[src/rtl/vend_sequencer.sv]
// vend_sequencer: transaction controller for the vending machine datapath.
//
// It accumulates credit in nickels from coin pulses and checks an item selection
// against its price (item_number + 1 nickels). On a successful purchase it issues one
// dispense pulse and then pays out any change as nickel_out pulses spaced PAYOUT_GAP
// cycles apart. A cancel refunds all credit the same way. All outputs are registered:
// an event sampled at edge N shows up during cycle N+1.
//
// Ports:
//   clock        system clock, rising edge
//   reset        synchronous active-high reset
//   item_number  item code, sampled only with select
//   select       one-cycle purchase request
//   cancel       one-cycle refund request
//   nickel_in    one-cycle pulse, +1 nickel
//   dime_in      one-cycle pulse, +2 nickels
//   dispense     one-cycle pulse, item released
//   nickel_out   one-cycle pulse, one nickel returned
//   coin_reject  one-cycle pulse, coin(s) of this event not credited
//   insufficient one-cycle pulse, select refused (credit < price)
//   busy         high while vending or paying out
//   credit       current credit in nickels
module vend_sequencer #(
  parameter int unsigned CREDIT_W   = 6,
  parameter int unsigned PAYOUT_GAP = 4
) (
  input  logic                clock,
  input  logic                reset,
  input  logic [3:0]          item_number,
  input  logic                select,
  input  logic                cancel,
  input  logic                nickel_in,
  input  logic                dime_in,
  output logic                dispense,
  output logic                nickel_out,
  output logic                coin_reject,
  output logic                insufficient,
  output logic                busy,
  output logic [CREDIT_W-1:0] credit
);

  localparam int unsigned SumW = CREDIT_W + 1;
  localparam int unsigned GapW = (PAYOUT_GAP > 2) ? $clog2(PAYOUT_GAP) : 1;
  localparam logic [GapW-1:0] GapReload = GapW'(PAYOUT_GAP - 1);
  localparam logic [SumW-1:0] CreditMax = {1'b0, {CREDIT_W{1'b1}}};

  typedef enum logic [1:0] {StIdle, StCredit, StVend, StPayout} state_e;

  state_e              state_q;
  logic [CREDIT_W-1:0] credit_q;
  logic [CREDIT_W-1:0] price_q;
  logic [GapW-1:0]     gap_q;
  logic                dispense_q;
  logic                nickel_out_q;
  logic                coin_reject_q;
  logic                insufficient_q;
  logic                busy_q;

  logic            coin_any;
  logic            coin_fits;
  logic            credit_ok;
  logic [4:0]      price5;
  logic [SumW-1:0] price_ext;
  logic [SumW-1:0] credit_sum;

  // Sums are one bit wider than credit so overflow is visible before it is committed.
  always_comb begin
    coin_any   = nickel_in | dime_in;
    credit_sum = {1'b0, credit_q} + SumW'({dime_in, nickel_in});
    coin_fits  = (credit_sum <= CreditMax);
    price5     = {1'b0, item_number} + 5'd1;
    price_ext  = SumW'(price5);
    credit_ok  = ({1'b0, credit_q} >= price_ext);
  end

  always_ff @(posedge clock) begin
    if (reset) begin
      state_q        <= StIdle;
      credit_q       <= '0;
      price_q        <= '0;
      gap_q          <= '0;
      dispense_q     <= 1'b0;
      nickel_out_q   <= 1'b0;
      coin_reject_q  <= 1'b0;
      insufficient_q <= 1'b0;
      busy_q         <= 1'b0;
    end else begin
      dispense_q     <= 1'b0;
      nickel_out_q   <= 1'b0;
      coin_reject_q  <= 1'b0;
      insufficient_q <= 1'b0;

      unique case (state_q)
        StIdle, StCredit: begin
          busy_q <= 1'b0;
          if (cancel && (credit_q != '0)) begin
            state_q       <= StPayout;
            gap_q         <= '0;
            busy_q        <= 1'b1;
            coin_reject_q <= coin_any;
          end else if (select && credit_ok) begin
            // Price is judged against registered credit; same-edge coins are refused.
            state_q       <= StVend;
            price_q       <= price_ext[CREDIT_W-1:0];
            dispense_q    <= 1'b1;
            busy_q        <= 1'b1;
            coin_reject_q <= coin_any;
          end else begin
            insufficient_q <= select;
            if (coin_any) begin
              if (coin_fits) begin
                credit_q <= credit_sum[CREDIT_W-1:0];
                state_q  <= StCredit;
              end else begin
                coin_reject_q <= 1'b1;
              end
            end
          end
        end

        StVend: begin
          coin_reject_q <= coin_any;
          credit_q      <= credit_q - price_q;
          gap_q         <= '0;
          if (credit_q == price_q) begin
            state_q <= StIdle;
            busy_q  <= 1'b0;
          end else begin
            state_q <= StPayout;
            busy_q  <= 1'b1;
          end
        end

        StPayout: begin
          coin_reject_q <= coin_any;
          if (credit_q == '0) begin
            // Leave one cycle after the last nickel so busy covers that pulse.
            state_q <= StIdle;
            busy_q  <= 1'b0;
          end else if (gap_q == '0) begin
            nickel_out_q <= 1'b1;
            credit_q     <= credit_q - CREDIT_W'(1);
            gap_q        <= GapReload;
          end else begin
            gap_q <= gap_q - GapW'(1);
          end
        end

        default: begin
          state_q <= StIdle;
          busy_q  <= 1'b0;
        end
      endcase
    end
  end

  assign dispense     = dispense_q;
  assign nickel_out   = nickel_out_q;
  assign coin_reject  = coin_reject_q;
  assign insufficient = insufficient_q;
  assign busy         = busy_q;
  assign credit       = credit_q;

endmodule

[config.mk]
export PLATFORM = sky130hd
export DESIGN_NAME = vend_sequencer
export DESIGN_NICKNAME = d
export VERILOG_FILES = /design/src/rtl/vend_sequencer.sv
export SDC_FILE = /design/constraint.sdc
export NUM_CORES = 1
export LEC_CHECK = 0
export ABC_AREA = 1
export ABC_CLOCK_PERIOD_IN_PS = 2700
export BUFFER_PORTS_ARGS = -buffer_cell sky130_fd_sc_hd__buf_4
export CAP_MARGIN = 0
export CORE_MARGIN = 2
export CORE_UTILIZATION = 55
export CTS_CLUSTER_DIAMETER = 60
export DETAILED_ROUTE_END_ITERATION = 6
export GPL_ROUTABILITY_DRIVEN = 0
export PLACE_DENSITY = 0.73
export SYNTH_ARGS = -nofsm -noshare
export SYNTH_HDL_FRONTEND = slang
export SYNTH_SLANG_ARGS = --single-unit
[constraint.sdc]
create_clock -name clock -period 2.7 [get_ports clock]
set_input_delay 0.54 -clock clock [delete_from_list [all_inputs] [get_ports clock]]
set_output_delay 0.54 -clock clock [all_outputs]
set_load 0.01 [all_outputs]
Word level (Yosys, flattened, before mapping)
Index checks and enable logic that the tools add are counted.
{ "word_totals": {"out_inout_bits": 11, "latchBits": 0, "wordCells": 78, "romBits": 0, "input_bits": 10, "memories": 0, "ram_bits": 0, "ff_bits": 20} }
{ "classes": {"eq_ne": 14, "n_reduce_logical": 15, "addsub": 5, "mux": 29, "n_shift": 0, "bitwise": 4, "multipliers": 0, "div_mod_pow": 0, "magnitude_cmp": 2} }
{ "ops": {"columns": ["op", "n"], "rows": [
  ["$mux W6", 6],
  ["$mux W2", 9],
  ["$pmux W6 S3", 1],
  ["$ne A2 B2 Y1 const B", 8],
  ["$pmux W2 S3", 2],
  ["$mux W1", 9],
  ["$ne A4 B4 Y1 const B", 2],
  ["$add A6 B2 Y7", 1],
  ["$le A7 B6 Y1 const B", 1],
  ["$eq A6 B5 Y1", 1],
  ["$ge A6 B5 Y1", 1],
  ["$logic_not A6 Y1", 1],
  ["$reduce_and A3 Y1", 2],
  ["$reduce_and A6 Y1", 1],
  ["$reduce_bool A6 Y1", 1],
  ["$reduce_or A3 Y1", 2],
  ["$sub A6 B1 Y6 const B", 1],
  ["$sub A6 B5 Y6", 1],
  ["$add A4 B1 Y5 const B", 1],
  ["$eq A2 B2 Y1 const B", 2],
  ["$logic_not A2 Y1", 2],
  ["$reduce_or A2 Y1", 2],
  ["$reduce_or A4 Y1", 1],
  ["$not A1 Y1", 3],
  ["7 further kinds", 8]
]} }

Longest topological paths before layout
{ "depth": {"word_depth": 7, "ltp_mapped": 14, "ltp_nobuf": 13} }

Worst setup path after synthesis
OpenSTA, ideal clock, no wires.
{ "synth_timing": {"kind": "input-to-reg", "start": "input item_number[0]", "end": "register price_q[1]", "setup_slack_ns": 0.596, "t_arrival_ns": 1.982, "path_buffers": 0, "stages": 11, "setup_time_ns": 0.122, "t_required_ns": 2.578, "cell_sequence": "ha_1 > xor2_1 > inv_1 > ha_1 > nand2_1 > nor2_1 > nand2_2 > a21oi_4 > nand2_1 > o21ai_0 > a21oi_1"} }
{ "synth_via": {"elab_chain_cells": 4} }
{ "synth_rtl": {"columns": ["item", "line_no", "source"], "rows": [
  ["start: declaration", "29", "input logic [3:0] item_number,"],
  ["$add A4 B1 Y5 (*)", "71", "price5 = {1'b0, item_number} + 5'd1;"],
  ["$ge A6 B5 Y1", "73", "credit_ok = ({1'b0, credit_q} >= price_ext);"],
  ["$logic_and A1 B1 Y1", "101", "end else if (select && credit_ok) begin"],
  ["$reduce_and A3 Y1 (no line)", null, null],
  ["end signal: assignment", "104", "price_q <= price_ext[CREDIT_W-1:0];"],
  ["end: declaration", "51", "logic [CREDIT_W-1:0] price_q;"]
]} }
Mark *: on every way between the ends. The rest lies on a longest branch, timed or not.
A chain may end at the register's enable or synchronous reset.

Worst setup path in the final report
Same ends and word-level chain as after synthesis.

==> flow_summary.yaml <==
outcome:
  status: "finished, final reports clean"
clock_network:
  cts.sinks: 20
  cts_tree: "built"
  clk_pin_slew_ns: 0.11
  root_buffer: "clkbuf_4"
  ctsHtreeMaxLevel: 1
  hold_buffers: 0
  clk_latency_ns: 0.30
  post_cts_buffers: 0
  cts_resized: 0
  numCtsBuffers: 3
  cts_buffer_depth: 2
timing:
  period_minus_slack_ns: 2.11
  setup_viol: 0
  maxSlewViolCount: 0
  finClkSkew_ns: 0.00664
  hold_violations: 0
  worst_pin_slew_ns: 0.519
  rsz0062_at_grt: "false"
  fmax_ghz: 0.475
  tns_ns: 0
  finalCritPeriodShare_pct: 78.0
  slew_headroom_pct: 65.4
synthesis:
  netlist_top_cells_area: "dfxtp_1 (25%), nand2_1 (14%), ha_1 (12%)"
  syn-cell-area_mm2: 0.00158
  ys_warn_count: 0
  yosysSeqAreaShare_pct: 25.3
  ys_seq_elements: 20
  syn_nets: 260
  synth_cells: 233
  synth_top_area_share_pct: 25.3
  synth_top_area_cell: "dfxtp_1"
  ys_types: 30
  avgSynthCellArea_um2: 6.80
detailed_routing:
  wl_per_cell_um: 12.3
  drc: 0
  ant_nets: 0
  drt-total-wl_um: 3490
  vias: 1530
  drt_iter0_drc: 95
  drtPass1Iterations: 4
  via_per_inst: 5.39
hold_path:
  hold_class: "in2reg"
  hp-start: "reset"
  holdPathStages: 2
worst_setup_path:
  worstSetupPathDepth: 12
  slowest_delay_ns: 0.27
  worstPathCellList: "buf_4 > ha_1 > xor2_1 > inv_1 > ha_1 > nand2_1 > nor2_1 > nand2_2 > a21oi_4 > nand2_1 > o21ai_0 > a21oi_1"
  cp-end-kind: "register"
  worst-path-buf-inv: 2
  cp_data_required_time_ns: 2.89
  path_delay_family: "adder cells"
  worstSetupStartpoint: "item_number[0]"
  crit_type: "in2reg"
  cp-start-kind: "input port"
  crit_fanout: 8
  slowest_stage: "ha_1"
  crit_arrival_ns: 2.30
  rr_worst_depth: 10
  r2r-start: "credit[1]$_SDFFE_PP0P_"
power:
  p_leak_uw: 0.000891
  p_per_area_mw_per_mm2: 1280
  peakVddDrop_v: 0.000772
die:
  core-area_mm2: 0.00276
  chipHeight_um: 57.7
  dieArea_mm2: 0.00333
  floorplan.io_pins: 21
  dieWidth_um: 57.7
  start_util_pct: 57.4
  floorplan.rows: 19
global_routing:
  grt_pass1_wl_um: 6010
  grt_max_degree: 17
  antenna_found_initial: 0
  grt_pass1_vias: 1334
  overflow: 0
  grt_usage_pct: 23.3
final_layout:
  layout_commonest_cell: "nand2_1"
  final_cell_mix: "nand2_1 (57), inv_1 (31), nor2_1 (24)"
  layout-drive-gt1-share_pct: 15.4
  multi_input_comb_area_mm2: 0.00103
  fin_util_pct: 64.0
  diodes: 0
  fin_nets: 282
  area_delta_synth_final_pct: 11.5
  seq_area_um2: 400
  fill_cells: 263
placed_design:
  port-buffer-count: 20
  dp_hpwl_um: 2760
run:
  drv_cap: 0
==> cell type report <==
cell class                      instances  share of cell area, %
Multi-Input combinational cell        176                   58.1
Sequential cell                        20                   22.7
Timing Repair Buffer                   20                   8.50
Inverter                               34                   7.23
Tap cell                               31                   2.20
Clock buffer                            3                   1.28
==> flip-flops by register name (all words and copies together) (netlist names) <==
| signal | flops |
|---|---|
| busy | 1 |
| coin_reject | 1 |
| credit | 6 |
| dispense | 1 |
| gap_q | 2 |
| insufficient | 1 |
| nickel_out | 1 |
| price_q | 5 |
| state_q | 2 |
==> worst paths after layout <==
| path | slack (ns) | endpoint |
|---|---|---|
| max | 0.59 | price_q[1]$_SDFFE_PP0P_ |
| min | 0.42 | price_q[0]$_SDFFE_PP0P_ |
| max reg2reg | 0.69 | gap_q[1]$_SDFFE_PP0P_ |
| min reg2reg | 0.47 | price_q[4]$_SDFFE_PP0P_ |
==> kinds of logic after synthesis <==
group	count (synthesis)	share of synthesized area, %
fa+ha+maj	17	14.4
simple gates	123	36.4
xor+xnor	2	1.11
flops	20	25.3
compound gates	34	12.9
buf+inv	37	9.95
==> routing by layer <==
metal  vias to the layer above  GRT usage, %  routed length [µm]
li1                        805             -                   -
met2                        47          36.9                1550
met3                         4          2.01                 231
met4                         0          6.98                  42
met1                       674          33.8                1670
met5                         -             0                   0
==> power breakdown <==
| group | internal [µW] | leakage [µW] | switching, µW |
|---|---|---|---|
| Clock | 52.0 | 0.0000138 | 92.7 |
| Sequential | 409 | 0.000165 | 156 |
| Combinational | 614 | 0.000713 | 929 |
| Total | 1080 | 0.000891 | 1180 |
==> through the flow <==
step	hold slack, ns	total power, µW	instance area (µm²)	worst slack, ns	std cells
final	0.421	2250	1770	0.593	284
after detailed placement	0.453	2110	1740	0.297	281
after global routing	0.423	2520	1770	0.389	284
after floorplan	0.430	1750	1580	0.596	233
after global placement	0.455	2090	1740	0.365	281
after CTS	0.419	2260	1770	0.618	284
==> cell usage after synthesis (all sizes together) <==
cell / number
clkbuf: 1
o211ai: 2
nand3: 23
inv: 34
or2: 4
a21boi: 1
nand2: 59
xor2: 2
o221ai: 1
nor2: 27
o21ai: 17
ha: 15
nor3: 2
a21oi: 13
fa: 2
nor4: 1
dfxtp: 20
nand3b: 1
buf: 2
nand4: 6
Note: power is estimated with default switching activity, not from simulation.
